--- src/rtl/l15_req_port_arbiter_pkg.sv ---
// Shared adapter package: requester port indices and arbiter state encoding.
package l15_req_port_arbiter_pkg;

  localparam int unsigned NUM_L15_PORTS = 6;

  localparam int unsigned ICACHE    = 0;
  localparam int unsigned DCACHE    = 1;
  localparam int unsigned WBUF      = 2;
  localparam int unsigned UNC_READ  = 3;
  localparam int unsigned UNC_WRITE = 4;
  localparam int unsigned AMO       = 5;

  typedef logic [$clog2(NUM_L15_PORTS)-1:0] req_portid_t;

  typedef enum logic {
    IDLE = 1'b0,
    HOLD = 1'b1
  } arb_state_e;

endpackage

--- src/rtl/l15_port_credit_ctr.sv ---
// Per-port bookkeeping: in-flight request count and wait-age counter.
module l15_port_credit_ctr #(
  parameter int unsigned StarveTh       = 15,
  parameter int unsigned MaxOutstanding = 4
) (
  input  logic clk,
  input  logic rst,
  input  logic req_valid,
  input  logic accept,
  input  logic rtrn,
  output logic eligible,
  output logic starving,
  output logic busy,
  output logic rtrn_err
);

  localparam int unsigned AgeW = $clog2(StarveTh + 1);
  localparam int unsigned OutW = $clog2(MaxOutstanding + 1);

  logic [AgeW-1:0] age_q;
  logic [OutW-1:0] out_q;

  // Age counts cycles spent waiting; saturates so a starving port stays starving.
  always_ff @(posedge clk) begin
    if (rst) begin
      age_q <= '0;
    end else if (!req_valid || accept) begin
      age_q <= '0;
    end else if (age_q != AgeW'(StarveTh)) begin
      age_q <= age_q + 1'b1;
    end
  end

  // Outstanding count; a simultaneous accept and return cancel out, and a
  // return with nothing in flight leaves the count at zero.
  always_ff @(posedge clk) begin
    if (rst) begin
      out_q <= '0;
    end else if (accept && !rtrn) begin
      out_q <= out_q + 1'b1;
    end else if (rtrn && !accept && (out_q != '0)) begin
      out_q <= out_q - 1'b1;
    end
  end

  assign eligible = req_valid && (out_q < OutW'(MaxOutstanding));
  assign starving = age_q >= AgeW'(StarveTh);
  assign busy     = out_q != '0;
  assign rtrn_err = rtrn && (out_q == '0);

endmodule

--- src/rtl/l15_req_port_arbiter.sv ---
// Fixed-priority request arbiter toward the L1.5 channel with starvation
// override and per-port outstanding-request credit limits.
module l15_req_port_arbiter
  import l15_req_port_arbiter_pkg::*;
#(
  parameter int unsigned NumPorts       = 6,
  parameter int unsigned StarveTh       = 15,
  parameter int unsigned MaxOutstanding = 4
) (
  input  logic                        clk_i,
  input  logic                        rst_i,
  input  logic [NumPorts-1:0]         req_valid_i,
  output logic [NumPorts-1:0]         req_ready_o,
  output logic                        grant_valid_o,
  output logic [$clog2(NumPorts)-1:0] grant_portid_o,
  input  logic                        grant_ready_i,
  input  logic                        rtrn_valid_i,
  input  logic [$clog2(NumPorts)-1:0] rtrn_portid_i,
  output logic                        busy_o,
  output logic                        err_o
);

  localparam int unsigned IdW = $clog2(NumPorts);

  arb_state_e          state_q, state_d;
  logic [IdW-1:0]      portid_q, portid_d;
  logic [IdW-1:0]      winner;
  logic [NumPorts-1:0] eligible, starving, pick, rtrn_hit, rtrn_err, pending;
  logic                bad_id;
  logic                err_q;

  for (genvar p = 0; p < NumPorts; p++) begin : g_port
    assign rtrn_hit[p] = rtrn_valid_i && (rtrn_portid_i == IdW'(p));

    l15_port_credit_ctr #(
      .StarveTh       (StarveTh),
      .MaxOutstanding (MaxOutstanding)
    ) u_ctr (
      .clk       (clk_i),
      .rst       (rst_i),
      .req_valid (req_valid_i[p]),
      .accept    (req_ready_o[p]),
      .rtrn      (rtrn_hit[p]),
      .eligible  (eligible[p]),
      .starving  (starving[p]),
      .busy      (pending[p]),
      .rtrn_err  (rtrn_err[p])
    );
  end

  // Lowest-index starving eligible port wins; otherwise lowest-index eligible.
  // Scanning high-to-low lets the last hit (lowest index) stick.
  always_comb begin
    pick   = (|(eligible & starving)) ? (eligible & starving) : eligible;
    winner = '0;
    for (int unsigned i = 0; i < NumPorts; i++) begin
      if (pick[NumPorts-1-i]) winner = IdW'(NumPorts - 1 - i);
    end
  end

  // Next-state: register a winner from IDLE, release HOLD on the handshake.
  always_comb begin
    state_d  = state_q;
    portid_d = portid_q;
    case (state_q)
      IDLE: begin
        if (|eligible) begin
          state_d  = HOLD;
          portid_d = winner;
        end
      end
      HOLD: begin
        if (grant_ready_i) state_d = IDLE;
      end
      default: state_d = IDLE;
    endcase
  end

  // State and granted-port registers.
  always_ff @(posedge clk_i) begin
    if (rst_i) begin
      state_q  <= IDLE;
      portid_q <= '0;
    end else begin
      state_q  <= state_d;
      portid_q <= portid_d;
    end
  end

  // Accept pulse to the granted requester in the handshake cycle.
  always_comb begin
    req_ready_o = '0;
    if ((state_q == HOLD) && grant_ready_i) req_ready_o[portid_q] = 1'b1;
  end

  assign bad_id = rtrn_valid_i && ({1'b0, rtrn_portid_i} >= (IdW + 1)'(NumPorts));

  // Sticky error for orphan completions and out-of-range return ids.
  always_ff @(posedge clk_i) begin
    if (rst_i) begin
      err_q <= 1'b0;
    end else if ((|rtrn_err) || bad_id) begin
      err_q <= 1'b1;
    end
  end

  assign grant_valid_o  = (state_q == HOLD);
  assign grant_portid_o = portid_q;
  assign busy_o         = grant_valid_o || (|pending);
  assign err_o          = err_q;

endmodule
--- config.mk ---
export PLATFORM = sky130hd
export DESIGN_NAME = l15_req_port_arbiter
export DESIGN_NICKNAME = d
export VERILOG_FILES = /design/src/rtl/l15_req_port_arbiter_pkg.sv /design/src/rtl/l15_port_credit_ctr.sv /design/src/rtl/l15_req_port_arbiter.sv
export SDC_FILE = /design/constraint.sdc
export NUM_CORES = 1
export LEC_CHECK = 0
export BUFFER_PORTS_ARGS = -buffer_cell sky130_fd_sc_hd__buf_2
export CAP_MARGIN = 20
export CORE_UTILIZATION = 34
export CTS_BUF_LIST = sky130_fd_sc_hd__clkbuf_4 sky130_fd_sc_hd__clkbuf_8
export CTS_CLUSTER_DIAMETER = 100
export DETAILED_ROUTE_END_ITERATION = 8
export GPL_ROUTABILITY_DRIVEN = 0
export GPL_TIMING_DRIVEN = 0
export PLACE_DENSITY = 0.49
export SKIP_LAST_GASP = 1
export SLEW_MARGIN = 20
export SYNTH_ARGS = -nofsm -noshare
export SYNTH_HDL_FRONTEND = slang
export SYNTH_SLANG_ARGS = --single-unit
export TNS_END_PERCENT = 100
--- constraint.sdc ---
create_clock -name clk_i -period 4.1 [get_ports clk_i]
set_input_delay 0.82 -clock clk_i [delete_from_list [all_inputs] [get_ports clk_i]]
set_output_delay 0.82 -clock clk_i [all_outputs]
set_load 0.03 [all_outputs]
==> impl_metrics.toml, run 1 <==
[setup_path]
r2r_start = "grant_valid_o"
worst-setup-path-type = "input port to primary output"
cp.required_ns = 3.28
cp-endpoint = "req_ready_o[2]"
crit_start = "grant_ready_i"
cp-start-kind = "input port"
reg2reg_depth = 9
regToRegSetupSlack_ns = 1.62
arrival_ns = 1.97
r2r_end = "g_port[2].u_ctr.out_q[2]"
path_max_fanout = 6
end_kind = "primary output"

[job]
maxCapViolations = 0

[sta]
finalHoldViolations = 0
worstMarginPinSlew_ns = 0.643
max_slew_margin_pct = 57.2
post-route-period-util_pct = 68.0
setup-tns-final_ns = 0
min_period_ns = 2.79
final-max-slew-violation-count = 0
fmax_mhz = 358
setup_violations = 0
rsz0062_at_grt = "no"
fin_skew_ns = 0.0133

[power_and_ir_drop]
pwr_density_cell_mw_per_mm2 = 291
p_leak_nw = 1.22
ir_drop_uv = 124

[finish]
design_area_mm2 = 0.00307
area_delta_synth_final_pct = 11.9
nFillCells = 823
finish.utilization_pct = 39.6
regArea_um2 = 941
drive_above_1_share_pct = 16.1
multi_input_area_mm2 = 0.00171
antenna_cells = 0
fin_cells = 449
nNetsFinal = 371

[clocking]
post_cts_buffers = 0
cts_max_level = 2
clockBufferDepth = 2
cts_sinks = 47
cts_buffers = 5
cts.repair.resized = 0
clk_pin_slew_ns = 0.10
clock_latency_ns = 0.30
cts-root-buf = "clkbuf_8"
ctsHoldBuffers = 0
cts_tree = "built"

[drt]
drc = 0
drt-total-wl_um = 6220
vias = 2313
viasPerCell = 5.15
detail-route-antenna-nets = 0
avgRoutedWirePerCell_um = 13.9
drt-initial-drc-count = 74
dr.pass1.iters = 4

[die]
die_x_um = 91.9
core_mm2 = 0.00777
rows = 32
initial_core_util_pct = 35.4
die_area_mm2 = 0.00844
die_y_um = 91.9
pin_count = 25

[synthesis]
yosys-top-cells-area = "dfxtp_1, nor2_1, mux2i_1"
yosysWarnings = 0
yosysTopAreaCellShare_pct = 34.2
syn_inst = 317
ys.flop_type = "dfxtp_1"
netlist_top_cells_count = "nor2_1, dfxtp_1, nand3_1, nor3_1, nand2_1"
synth_area_per_cell_um2 = 8.67
synth_cell_types = 59
synth_edf_count = 0
ys_ff_latch = 47
yosys.area.top_type = "dfxtp_1"
ys_seq_area_share_pct = 34.2
syn_area_mm2 = 0.00275
yosysMostFrequentCell = "nor2_1"
syn_nets = 342
async_reset_ff_share_pct = 0

[hold_path]
hp-class = "flip-flop to flip-flop"

[placed_design]
place_area_mm2 = 0.00299
dpl.hpwl_um = 4740
portBuffers = 22
placed_cells = 441

[global_routing]
grt.overflow.total = 0
antenna_found_initial = 0
grt_pass1_wl_um = 10500
grt_pass1_vias = 2222
grt_start_max_net_pins = 15
track_usage_pct = 15.7

[outcome]
outcome = "finished clean"
-- final cells by class --
| type | instances | area share, % |
|---|---|---|
| Buffer | 15 | 2.77 |
| Clock buffer | 6 | 2.48 |
| Clock inverter | 2 | 0.407 |
| Inverter | 3 | 0.366 |
| Multi-Input combinational cell | 252 | 55.6 |
| Sequential cell | 47 | 30.6 |
| Tap cell | 102 | 4.15 |
| Timing Repair Buffer | 22 | 3.58 |
-- worst max-delay path: stages --
cell	delay [ns]
buf_2	0.14
nand3_1	0.14
nor3_1	0.48
buf_4	0.20
buf_2	0.19
-- cell families after synthesis --
group	count (synthesis)	share of synthesized area, %
compound gates	54	14.7
xor+xnor	16	5.10
fa+ha+maj	12	7.10
buf+inv	18	3.51
flops	47	34.2
mux	13	4.74
simple gates	157	30.6
-- how the worst min path moves through the flow --
stage,cells after the start,to,startpoint
6_report,1,g_port[0].u_ctr.age_q[3],g_port[0].u_ctr.age_q[3]
5_1_grt,1,g_port[0].u_ctr.age_q[3],g_port[0].u_ctr.age_q[3]
4_1_cts,1,g_port[1].u_ctr.age_q[3],g_port[1].u_ctr.age_q[3]
3_5_place_dp,1,g_port[1].u_ctr.age_q[3],g_port[1].u_ctr.age_q[3]
3_3_place_gp,1,g_port[1].u_ctr.age_q[3],g_port[1].u_ctr.age_q[3]
2_1_floorplan,1,g_port[1].u_ctr.age_q[3],g_port[1].u_ctr.age_q[3]
-- flip-flops by register name (all words and copies together), names as in the netlist --
register	count
g_port.u_ctr.age_q	24
g_port.u_ctr.out_q	18
grant_portid_o	3
err_o	1
grant_valid_o	1
-- through the flow --
stage,hold WS (ns),power (W),worst slack (ns)
2_1_floorplan,0.458,0.000580,1.59
3_3_place_gp,0.488,0.000617,1.24
3_5_place_dp,0.489,0.000617,1.24
4_1_cts,0.508,0.000911,1.33
5_1_grt,0.538,0.000946,1.18
6_report,0.506,0.000894,1.31
-- metal layers --
metal  routed length, um  vias to the layer above  global-route usage, %
li1                    -                     1210                      -
met1                3240                     1062                   21.8
met2                2730                       36                   24.3
met3                 187                        5                   3.15
met4                  63                        0                   5.21
met5                   0                        -                      0
-- where the power goes --
group	total, W	internal, W	switching, W
clock network	0.000288	0.000126	0.000162
logic	0.000123	0.0000479	0.0000750
registers	0.000483	0.000469	0.0000142
total	0.000894	0.000643	0.000251
-- placed cells by master (no fill, tap or decap), types with 9 or more instances in the layout --
cell type | Yosys | final
nand2_1 | 17 | 17
buf_2 | 5 | 27
nand3_1 | 18 | 18
mux2i_1 | 13 | 13
nor3_1 | 18 | 18
nor2_1 | 54 | 54
xnor2_1 | 10 | 10
dfxtp_1 | 47 | 47
a31oi_1 | 9 | 9
No activity file was read; power rests on OpenSTA's default activity.
==> run 2: changes to the inputs <==
==> constraint.sdc (replaced) <==
create_clock -name clk_i -period 2.7 [get_ports clk_i]
set_input_delay 0.54 -clock clk_i [delete_from_list [all_inputs] [get_ports clk_i]]
set_output_delay 0.54 -clock clk_i [all_outputs]
set_load 0.03 [all_outputs]
==> run 2 against run 1 <==
  * Design area rose by 0.16%
  * Die area did not move
  * Count of clock-buffer cells in the layout did not move
  * Clock power up 51%
==> impl_metrics.toml, run 2 (same netlist as run 1, synthesis figures left out) <==
[outcome]
outcome = "finished clean"

[finish]
largest_reg_flops = 24
top_register = "g_port.u_ctr.age_q"
area_delta_synth_final_pct = 12.1
final_cell_mix = "nor2_1, dfxtp_1, buf_2"
design_area_mm2 = 0.00308
multi_input_area_mm2 = 0.00172
nFillCells = 825
mostFrequentLayoutCell = "nor2_1"
nNetsFinal = 371
regArea_um2 = 941
drive_above_1_share_pct = 16.4
antenna_cells = 0

[drt]
viasPerCell = 5.16
dr.pass1.iters = 6
drc = 0
drt-initial-drc-count = 85
avgRoutedWirePerCell_um = 13.8
vias = 2317
drt-total-wl_um = 6220
detail-route-antenna-nets = 0

[sta]
whs_ns = 0.506
final-max-slew-violation-count = 0
rsz0062_at_grt = "no"
setup-tns-final_ns = 0
max_slew_margin_pct = 57.1
fin_skew_ns = 0.0134
min_period_ns = 2.40
fmax_mhz = 417
worstMarginPinSlew_ns = 0.644
finalHoldViolations = 0
post-route-period-util_pct = 88.8
setup_ws_ns = 0.302
setup_violations = 0

[clocking]
cts_buffers = 5
clk_pin_slew_ns = 0.10
cts_sinks = 47
cts_max_level = 2
ctsHoldBuffers = 0
clockBufferDepth = 2
cts-root-buf = "clkbuf_8"
clock_latency_ns = 0.30
post_cts_buffers = 0
cts.repair.resized = 0
cts_tree = "built"

[setup_path]
worst-setup-path-type = "flip-flop to primary output"
cp-start-kind = "flip-flop"
arrival_ns = 1.86
cp.required_ns = 2.16
end_kind = "primary output"
path_max_fanout = 4

[power_and_ir_drop]
ir_drop_uv = 187
p_leak_nw = 1.22
pwr_density_cell_mw_per_mm2 = 441

[global_routing]
grt_start_max_net_pins = 15
grt_pass1_vias = 2222
antenna_found_initial = 0
grt.overflow.total = 0
track_usage_pct = 15.7
grt_pass1_wl_um = 10500

[die]
rows = 32
die_x_um = 91.9
core_mm2 = 0.00777
die_y_um = 91.9
die_area_mm2 = 0.00844
initial_core_util_pct = 35.4
pin_count = 25

[hold_path]
hp-class = "flip-flop to flip-flop"

[job]
maxCapViolations = 0

[placed_design]
dpl.hpwl_um = 4740
place_area_mm2 = 0.00299
dpl_worst_slack_ns = 0.122
portBuffers = 22
run 2: final timing paths:
kind / slack [ns] / cells past startpoint / from / endpoint
max: 0.30 / 4 / g_port[2].u_ctr.out_q[0] / busy_o
min: 0.51 / 1 / g_port[0].u_ctr.age_q[3] / g_port[0].u_ctr.age_q[3]
max reg2reg: 0.42 / 9 / grant_valid_o / g_port[2].u_ctr.out_q[2]
min reg2reg: 0.51 / 1 / g_port[0].u_ctr.age_q[3] / g_port[0].u_ctr.age_q[3]
run 2: routing by layer:
layer | vias to the layer above | global-route usage [%] | part of all wire [%] | wire (um)
met1 | 1068 | 21.8 | 53 | 3280
met3 | 7 | 3.15 | 3.0 | 185
met5 | - | 0 | 0 | 0
met4 | 0 | 5.21 | 1.1 | 71
met2 | 32 | 24.3 | 43 | 2690
li1 | 1210 | - | - | -
run 2: metrics by stage:
step | total power [W] | util, % | cells
after floorplan | 0.000881 | - | 317
after global placement | 0.000936 | 38.4 | 441
after detailed placement | 0.000936 | 38.4 | 441
after CTS | 0.00138 | 39.6 | 449
after global routing | 0.00144 | 39.6 | 449
final | 0.00136 | 39.6 | 449
run 2: cell type report:
type	instances	area share, %
Sequential cell	47	30.6
Clock inverter	2	0.406
Tap cell	102	4.14
Multi-Input combinational cell	252	55.7
Inverter	3	0.366
Buffer	15	2.76
Timing Repair Buffer	22	3.58
Clock buffer	6	2.48
run 2: critical path: stages (launching register included):
cell and delay, ns:
dfxtp_1 0.36, nor3_1 0.48, nand3_1 0.12, or4_1 0.42
buf_2 0.19
run 2: where the power goes:
group | switching (W) | internal [W]
registers | 0.0000218 | 0.000712
logic | 0.000114 | 0.0000728
clock network | 0.000245 | 0.000192
total | 0.000381 | 0.000977
